$ cat src/rtl/afifo_wr_ctrl_if.sv
// Write-side bundle of the async FIFO: push handshake, RAM write port,
// Gray pointer exchange with the read domain and status flags.
interface afifo_wr_ctrl_if #(
    parameter int unsigned DATA_WIDTH = 32,
    parameter int unsigned ADDR_WIDTH = 4
);
    logic                  wr_valid;
    logic [DATA_WIDTH-1:0] wr_data;
    logic                  wr_ready;
    logic                  ram_wr_en;
    logic [ADDR_WIDTH-1:0] ram_wr_addr;
    logic [DATA_WIDTH-1:0] ram_wr_data;
    logic [ADDR_WIDTH:0]   rd_gray_ptr;
    logic [ADDR_WIDTH:0]   wr_gray_ptr;
    logic                  full;
    logic                  almost_full;
    logic [ADDR_WIDTH:0]   wr_count;
    logic                  overflow;
    logic                  ovf_clr;

    modport master (
        output wr_valid, wr_data, rd_gray_ptr, ovf_clr,
        input  wr_ready, ram_wr_en, ram_wr_addr, ram_wr_data,
               wr_gray_ptr, full, almost_full, wr_count, overflow
    );

    modport slave (
        input  wr_valid, wr_data, rd_gray_ptr, ovf_clr,
        output wr_ready, ram_wr_en, ram_wr_addr, ram_wr_data,
               wr_gray_ptr, full, almost_full, wr_count, overflow
    );
endinterface

$ cat src/rtl/afifo_wr_ctrl.sv
// Async FIFO write-side controller: accepts pushes, drives the RAM write port,
// publishes a Gray write pointer and derives full/occupancy from the synced read pointer.
module afifo_wr_ctrl #(
    parameter int unsigned DEPTH       = 16,
    parameter int unsigned DATA_WIDTH  = 32,
    parameter int unsigned ADDR_WIDTH  = $clog2(DEPTH),
    parameter int unsigned SYNC_STAGES = 2,
    parameter int unsigned AF_THRESH   = DEPTH - 4
) (
    input  logic               wr_clk,
    input  logic               rst_n,
    afifo_wr_ctrl_if.slave     bus
);

    localparam int unsigned PW = ADDR_WIDTH + 1;
    // Full when the write Gray pointer equals the read one with its two MSBs inverted.
    localparam logic [PW-1:0] FULL_MASK = PW'(3) << (PW - 2);

    generate
        if (DEPTH < 2 || (DEPTH & (DEPTH - 1)) != 0) begin : g_bad_depth
            $error("afifo_wr_ctrl: DEPTH must be a power of 2 and >= 2");
        end
        if (ADDR_WIDTH != $clog2(DEPTH)) begin : g_bad_aw
            $error("afifo_wr_ctrl: ADDR_WIDTH must equal clog2(DEPTH)");
        end
        if (SYNC_STAGES < 2) begin : g_bad_sync
            $error("afifo_wr_ctrl: SYNC_STAGES must be >= 2");
        end
        if (AF_THRESH < 1 || AF_THRESH > DEPTH) begin : g_bad_af
            $error("afifo_wr_ctrl: AF_THRESH must be in 1..DEPTH");
        end
    endgenerate

    function automatic logic [PW-1:0] gray2bin(input logic [PW-1:0] g);
        logic [PW-1:0] b;
        b = '0;
        for (int i = 0; i < int'(PW); i++) begin
            b[i] = ^(g >> i);
        end
        return b;
    endfunction

    logic [PW-1:0] wbin_q, wbin_d;
    logic [PW-1:0] wgray_q, wgray_d;
    logic [PW-1:0] sync_q [SYNC_STAGES];
    logic [PW-1:0] sync_d [SYNC_STAGES];
    logic          full_q, full_d;
    logic          af_q, af_d;
    logic [PW-1:0] count_q, count_d;
    logic          ovf_q, ovf_d;

    logic                  push_c;
    logic [PW-1:0]         rq_gray_c;
    logic [PW-1:0]         rq_bin_c;
    logic [DATA_WIDTH-1:0] data_c;

    // Next-state: pointer advance, read-pointer synchronizer and status flags.
    always_comb begin
        push_c    = bus.wr_valid & ~full_q;
        wbin_d    = wbin_q + PW'(push_c);
        wgray_d   = wbin_d ^ (wbin_d >> 1);
        sync_d[0] = bus.rd_gray_ptr;
        for (int i = 1; i < int'(SYNC_STAGES); i++) begin
            sync_d[i] = sync_q[i-1];
        end
        rq_gray_c = sync_q[SYNC_STAGES-1];
        rq_bin_c  = gray2bin(rq_gray_c);
        count_d   = wbin_d - rq_bin_c;
        full_d    = (wgray_d == (rq_gray_c ^ FULL_MASK));
        af_d      = (count_d >= PW'(AF_THRESH));
        // A refused push sets overflow even when a clear arrives on the same edge.
        ovf_d     = (bus.wr_valid & full_q) | (ovf_q & ~bus.ovf_clr);
    end

    always_ff @(posedge wr_clk or negedge rst_n) begin
        if (!rst_n) begin
            wbin_q  <= '0;
            wgray_q <= '0;
            for (int i = 0; i < int'(SYNC_STAGES); i++) begin
                sync_q[i] <= '0;
            end
            full_q  <= 1'b0;
            af_q    <= 1'b0;
            count_q <= '0;
            ovf_q   <= 1'b0;
        end else begin
            wbin_q  <= wbin_d;
            wgray_q <= wgray_d;
            for (int i = 0; i < int'(SYNC_STAGES); i++) begin
                sync_q[i] <= sync_d[i];
            end
            full_q  <= full_d;
            af_q    <= af_d;
            count_q <= count_d;
            ovf_q   <= ovf_d;
        end
    end

    assign data_c          = bus.wr_data;
    assign bus.wr_ready    = ~full_q;
    assign bus.ram_wr_en   = push_c;
    assign bus.ram_wr_addr = wbin_q[ADDR_WIDTH-1:0];
    assign bus.ram_wr_data = data_c;
    assign bus.wr_gray_ptr = wgray_q;
    assign bus.full        = full_q;
    assign bus.almost_full = af_q;
    assign bus.wr_count    = count_q;
    assign bus.overflow    = ovf_q;

endmodule

$ cat src/flat_wrapper.sv
// flat-port wrapper written by rule: the top's interface ports become plain ports
module afifo_wr_ctrl_flat 
#(
    parameter int unsigned DEPTH       = 16,
    parameter int unsigned DATA_WIDTH  = 32,
    parameter int unsigned ADDR_WIDTH  = $clog2(DEPTH),
    parameter int unsigned SYNC_STAGES = 2,
    parameter int unsigned AF_THRESH   = DEPTH - 4
)
  (wr_clk, rst_n, bus_wr_valid, bus_wr_data, bus_rd_gray_ptr, bus_ovf_clr, bus_wr_ready, bus_ram_wr_en, bus_ram_wr_addr, bus_ram_wr_data, bus_wr_gray_ptr, bus_full, bus_almost_full, bus_wr_count, bus_overflow);
  afifo_wr_ctrl_if #(.DATA_WIDTH(DATA_WIDTH), .ADDR_WIDTH(ADDR_WIDTH)) bus_i ();
  input  logic wr_clk;
  input  logic rst_n;
  input wire logic [$bits(bus_i.wr_valid)-1:0] bus_wr_valid;
  input wire logic [$bits(bus_i.wr_data)-1:0] bus_wr_data;
  input wire logic [$bits(bus_i.rd_gray_ptr)-1:0] bus_rd_gray_ptr;
  input wire logic [$bits(bus_i.ovf_clr)-1:0] bus_ovf_clr;
  output wire logic [$bits(bus_i.wr_ready)-1:0] bus_wr_ready;
  output wire logic [$bits(bus_i.ram_wr_en)-1:0] bus_ram_wr_en;
  output wire logic [$bits(bus_i.ram_wr_addr)-1:0] bus_ram_wr_addr;
  output wire logic [$bits(bus_i.ram_wr_data)-1:0] bus_ram_wr_data;
  output wire logic [$bits(bus_i.wr_gray_ptr)-1:0] bus_wr_gray_ptr;
  output wire logic [$bits(bus_i.full)-1:0] bus_full;
  output wire logic [$bits(bus_i.almost_full)-1:0] bus_almost_full;
  output wire logic [$bits(bus_i.wr_count)-1:0] bus_wr_count;
  output wire logic [$bits(bus_i.overflow)-1:0] bus_overflow;
  assign bus_i.wr_valid = bus_wr_valid;
  assign bus_i.wr_data = bus_wr_data;
  assign bus_i.rd_gray_ptr = bus_rd_gray_ptr;
  assign bus_i.ovf_clr = bus_ovf_clr;
  assign bus_wr_ready = bus_i.wr_ready;
  assign bus_ram_wr_en = bus_i.ram_wr_en;
  assign bus_ram_wr_addr = bus_i.ram_wr_addr;
  assign bus_ram_wr_data = bus_i.ram_wr_data;
  assign bus_wr_gray_ptr = bus_i.wr_gray_ptr;
  assign bus_full = bus_i.full;
  assign bus_almost_full = bus_i.almost_full;
  assign bus_wr_count = bus_i.wr_count;
  assign bus_overflow = bus_i.overflow;
  afifo_wr_ctrl #(.DEPTH(DEPTH), .DATA_WIDTH(DATA_WIDTH), .ADDR_WIDTH(ADDR_WIDTH), .SYNC_STAGES(SYNC_STAGES), .AF_THRESH(AF_THRESH)) u_core (.wr_clk(wr_clk), .rst_n(rst_n), .bus(bus_i));
endmodule
$ cat config.mk
export PLATFORM = sky130hd
export DESIGN_NAME = afifo_wr_ctrl_flat
export DESIGN_NICKNAME = d
export VERILOG_FILES = /design/src/rtl/afifo_wr_ctrl_if.sv /design/src/rtl/afifo_wr_ctrl.sv /design/src/flat_wrapper.sv
export SDC_FILE = /design/constraint.sdc
export NUM_CORES = 1
export LEC_CHECK = 0
export ABC_AREA = 0
export ABC_CLOCK_PERIOD_IN_PS = 4500
export BUFFER_PORTS_ARGS = -buffer_cell sky130_fd_sc_hd__buf_2
export CAP_MARGIN = 20
export CORE_MARGIN = 4
export CORE_UTILIZATION = 35
export DETAILED_ROUTE_END_ITERATION = 8
export MAX_ROUTING_LAYER = met4
export PLACE_DENSITY = 0.71
export SLEW_MARGIN = 10
export SYNTH_ARGS = -nofsm -noshare
export SYNTH_HDL_FRONTEND = slang
export SYNTH_SLANG_ARGS = --single-unit
$ cat constraint.sdc
create_clock -name wr_clk -period 4.5 [get_ports wr_clk]
set_clock_uncertainty 0.1 [all_clocks]
set_input_delay 0.225 -clock wr_clk [delete_from_list [all_inputs] [get_ports wr_clk]]
set_output_delay 0.225 -clock wr_clk [all_outputs]
set_load 0.01 [all_outputs]
# After elaboration in Yosys (flattened, before gate mapping)
# Cells that the tools add are included.
dict set report totals {
  romBits 0
  output_inout_bits 51
  mem_count 0
  latchBits 0
  register_bits 28
  word_cells 25
  mem_bits_rw 0
}
dict set report classes {
  reduce_logical 5
  n_eq_ne 1
  shifts 0
  n_mul 0
  bitwise_logic 8
  order_cmp 1
  div 0
  mux 0
  n_addsub 2
}
# op count
set op_table {}
lappend op_table {{5-bit XOR reduction} 5}
lappend op_table {{5-bit by 1-bit adder with 5-bit output} 1}
lappend op_table {{5-bit == test} 1}
lappend op_table {{5-bit by 4-bit greater-or-equal comparator with 1-bit output (second input constant)} 1}
lappend op_table {{5-bit subtractor} 1}
lappend op_table {{5-bit by 4-bit XOR with 5-bit output} 1}
lappend op_table {{1-bit AND} 3}
lappend op_table {{1-bit inverter} 2}
lappend op_table {{2-bit inverter} 1}
lappend op_table {{1-bit bitwise OR} 1}

# Depth between registers and ports, before layout
dict set report depth {
  depth_word 5
  mapped_depth 10
}

# Least setup slack after synthesis
# No wires, ideal clock.
dict set report synth_path {
  path_kind {register to register}
  startpoint {register u_core.full_q, in the netlist u_core.bus.full}
  endpoint {register u_core.af_q, in the netlist u_core.bus.almost_full}
  setup_slack_ps 1757
  required_time_ps 4329
  stages_incl_launch_ff 11
  period_less_slack_ps 2743
  t_arrival_ps 2572
  setup_time_ps 71
  cell_sequence {dfrtp_1 > nor2b_1 > ha_1 > ha_1 > xnor2_1 > inv_1 > ha_1 > and2_1 > a22o_1 > or4_4 > nand4_1}
}
dict set report synth_via {
  elab_chain_cells 5
}
# item line
set synth_rtl {}
lappend synth_rtl {{start: declaration} afifo_wr_ctrl.sv:47} ;# logic full_q, full_d;
lappend synth_rtl {{start signal: assignment} afifo_wr_ctrl.sv:92} ;# full_q <= full_d;
lappend synth_rtl {{1-bit inverter} afifo_wr_ctrl.sv:59} ;# push_c = bus.wr_valid & ~full_q;
lappend synth_rtl {{1-bit AND} afifo_wr_ctrl.sv:59}
lappend synth_rtl {{via bus_ram_wr_en} flat_wrapper.sv:19} ;# output wire logic [$bits(bus_i.ram_wr_en)-1:0] bus_ram_wr_en;
lappend synth_rtl {{5-bit by 1-bit adder with 5-bit output} afifo_wr_ctrl.sv:60} ;# wbin_d = wbin_q + PW'(push_c);
lappend synth_rtl {{via u_core.wbin_d[2]} afifo_wr_ctrl.sv:43} ;# logic [PW-1:0] wbin_q, wbin_d;
lappend synth_rtl {{5-bit subtractor} afifo_wr_ctrl.sv:68} ;# count_d = wbin_d - rq_bin_c;
lappend synth_rtl {{5-bit by 4-bit greater-or-equal comparator with 1-bit output} afifo_wr_ctrl.sv:70} ;# af_d = (count_d >= PW'(AF_THRESH));
lappend synth_rtl {{via u_core.af_d} afifo_wr_ctrl.sv:48} ;# logic af_q, af_d;
lappend synth_rtl {{end signal: assignment} afifo_wr_ctrl.sv:83} ;# af_q <= 1'b0;
lappend synth_rtl {{end signal: assignment} afifo_wr_ctrl.sv:93} ;# af_q <= af_d;
lappend synth_rtl {{end: declaration} afifo_wr_ctrl.sv:48}
# The timed path passes the listed nets, and every way through them passes these cells.

# Final worst setup path
dict set report layout_path {
  startpoint {register u_core.full_q, in the netlist u_core.bus.full}
  endpoint {register u_core.af_q, in the netlist u_core.bus.almost_full}
}
dict set report layout_via {
  elab_chain_cells 5
}
# item line
set layout_rtl {}
lappend layout_rtl {{1-bit inverter} afifo_wr_ctrl.sv:59}
lappend layout_rtl {{1-bit AND} afifo_wr_ctrl.sv:59}
lappend layout_rtl {{5-bit by 1-bit adder with 5-bit output} afifo_wr_ctrl.sv:60}
lappend layout_rtl {{via u_core.wbin_d[2]} afifo_wr_ctrl.sv:43}
lappend layout_rtl {{5-bit subtractor} afifo_wr_ctrl.sv:68}
lappend layout_rtl {{5-bit by 4-bit greater-or-equal comparator with 1-bit output} afifo_wr_ctrl.sv:70}
lappend layout_rtl {{via u_core.af_d} afifo_wr_ctrl.sv:48}
# The timed path passes the listed nets, and every way through them passes these cells.

==> impl_metrics.tcl <==
set metrics [dict create \
    status "finished clean" \
    post-dp-hpwl_mm 1.87 \
    setup_violations 0 \
    cts_max_path_buffers 2 \
    num_io_pins 92 \
    critPathCapture "u_core.bus.almost_full" \
    rr_worst_depth 10 \
    finalPower_mw 1.19 \
    grt_pass1_wl_mm 3.97 \
    yosys_warnings 0 \
    grt_overflow 0 \
    p_leak_nw 0.704 \
    route.antenna.remaining_nets 0 \
    final_net_count 179 \
    die_area_um2 5220 \
    initialDrtViolationCount 27 \
    h_tree_level_count 1 \
    setup_repair_after_global_routing_missed_its_margin "false" \
    fmax_mhz 351 \
    setup_buffers_after_cts 0 \
    cts-buffers-inserted 3 \
    cts_resized 0 \
    r2r_slack_ns 1.65 \
    detailed_place.area_um2 1400 \
    synth-seq-area-share_pct 46.8 \
    power_per_cell_area_nw_per_um2 788 \
    routed_wirelength_mm 2.36 \
    first_global_vias 829 \
    irDropWorstVdd_v 0.000266 \
    start_util_pct 36.1 \
    tritoncts_num_sinks 27 \
    cts_tree "done" \
    mappedNetlistArea_um2 1440 \
    globalplace.congestion 0.810 \
    final_min_period_over_clock_period_pct 63.4 \
    clockRootBuffer "clkbuf_8" \
    startpoint "u_core.bus.full" \
    totalNegativeSetupSlack_ns 0 \
    cts.clk_slew.worst_paths_ns 0.09 \
    num_rows 23 \
    cp-start-kind "flop" \
    largest_driver_fanout_on_the_critical_path 6 \
    timing.max_slew.rel_slack_pct 61.6 \
    cts_hold_buffers 6 \
    timing.max_cap.violations 0 \
    postSynthRegisterBits 27 \
    netlist_instances 127 \
    detail_route.wl_per_cell_um 13.1 \
    critPathArrivalTime_ns 2.96 \
    initial_drt_pass_iterations 4 \
    post_synth.cell_area_avg_um2 11.4 \
    timing.final.max_slew_violations 0 \
    final-hold-violation-count 0 \
    post-route-util_pct 37.7 \
    worst-slew-pin-transition_ns 0.576 \
    netlist_top_cells_area "dfrtp_1, buf_4, xnor2_1" \
    diodes 0 \
    dieWidth_um 72.2 \
    path_class "flop to flop" \
    rr_startpoint "u_core.bus.full" \
    synth.lib_cells_used.distinct 30 \
    final.min_clock_period_ns 2.85 \
    floorplan.die.height_um 72.2 \
    min-delay-start "bus_ovf_clr" \
    crit_required_ns 4.61 \
    via_count 807 \
    layout-drive-gt1-share_pct 29.0 \
    synth.top_cell.area_share_pct 46.8 \
    crit-reg2reg-capture "u_core.bus.almost_full" \
    route.detailed.vias_per_inst 4.46 \
    synth_nets 174 \
    core_area_um2 4000 \
    grt_antenna_before_repair 0 \
    area_growth_pct 4.33 \
    clk_latency_ns 0.27 \
    global_route.usage.total_pct 9.92 \
    numPortBuffers 27 \
    timing.critical_path.to_type "flop" \
    synth.largest_area_cell "dfrtp_1" \
    remaining_drc_errors 0 \
    hp-class "input port to flop" \
    grt_start_max_net_pins 28 \
    fin_area_um2 1510 \
]
[kinds of logic (layout without fill, tap and decap cells)]
kind of cell	after synthesis	in the layout	share of synthesized area (%)
mux	1	1	0.693
flops	27	27	46.8
buf+inv	41	45	19.0
simple gates	19	19	8.15
xor+xnor	20	20	14.1
compound gates	13	13	6.07
fa+ha+maj	6	6	5.20
[through the flow]
stage	hold slack (ns)	setup WS, ns	std cells
global route	0.0470	1.43	181
global placement	0.147	1.75	171
floorplan	-0.171	1.76	127
detailed placement	0.153	1.64	171
CTS	0.0584	1.64	181
finish	0.0576	1.65	181
[power breakdown]
part	total, mW	internal [mW]	switching, mW
Combinational	0.681	0.320	0.361
Clock	0.135	0.0628	0.0726
Sequential	0.371	0.332	0.0392
[synth_stat cells (all sizes together)]
library cell  number
and3               1
a21o               2
o21ai              3
o21ba              1
inv                8
a21oi              4
nand2b             3
nand2              1
nor2b              3
xor2               7
buf               32
a221oi             1
or4                1
nor3b              1
a211oi             1
nand4              1
a22o               1
or2                1
ha                 6
nor3               2
xnor3              1
and2               1
nand3              3
clkbuf             1
xnor2             12
nand3b             1
dfrtp             27
mux2i              1
[flip-flops by register name, indices dropped and copies added, names as in the netlist]
register                cells
u_core.bus.almost_full      1
u_core.bus.full             1
u_core.bus.overflow         1
u_core.bus.wr_count         5
u_core.bus.wr_gray_ptr      4
u_core.rq_gray_c            5
u_core.sync_d               5
u_core.wbin_q               5
[routing by layer]
layer	track usage, %	vias to the layer above	share of wire (%)
met5	-	-	0
met4	2.92	0	1.3
met3	5.68	8	13
met2	15.8	39	47
met1	10.5	370	39
li1	-	390	-
[how the worst min path moves through the flow]
stage                                         to  slack, ns  cells after the start
after global placement          u_core.sync_d[3]       0.15                      1
after global routing         u_core.bus.overflow       0.05                      2
after CTS                    u_core.bus.overflow       0.06                      2
after floorplan           u_core.bus.almost_full      -0.17                      0
final                        u_core.bus.overflow       0.06                      2
after detailed placement        u_core.sync_d[4]       0.15                      1
[cell usage in the layout (no fill, tap or decap), types with 2 or more instances in the layout]
cell type,count
dlygate4sd3_1,6
a21o_2,2
buf_2,27
nand3_1,3
nor3_1,2
dfrtp_1,27
xnor2_1,11
xor2_1,6
ha_1,6
o21ai_0,3
nor2b_1,3
a21oi_1,4
inv_1,8
clkbuf_8,3
nand2b_1,3
[worst max-delay path, cell delays in order, from the launching register on]
cell,delay (ns)
dfrtp_1,0.39
nor2b_1,0.07
ha_1,0.20
ha_1,0.21
xnor2_1,0.43
inv_1,0.11
ha_1,0.38
and2_1,0.16
a22o_1,0.21
or4_4,0.42
nand4_1,0.10
[cell type report]
class / count / area (um2)
clock buffers: 3 / 41.3
clock inverters: 1 / 7.51
fillers: 378 / 2490
inverters: 8 / 30.0
multi-input cells: 59 / 494
flip-flops and latches: 27 / 676
well taps: 50 / 62.6
repair buffers: 33 / 195
Power figures use the tool's default switching activity.
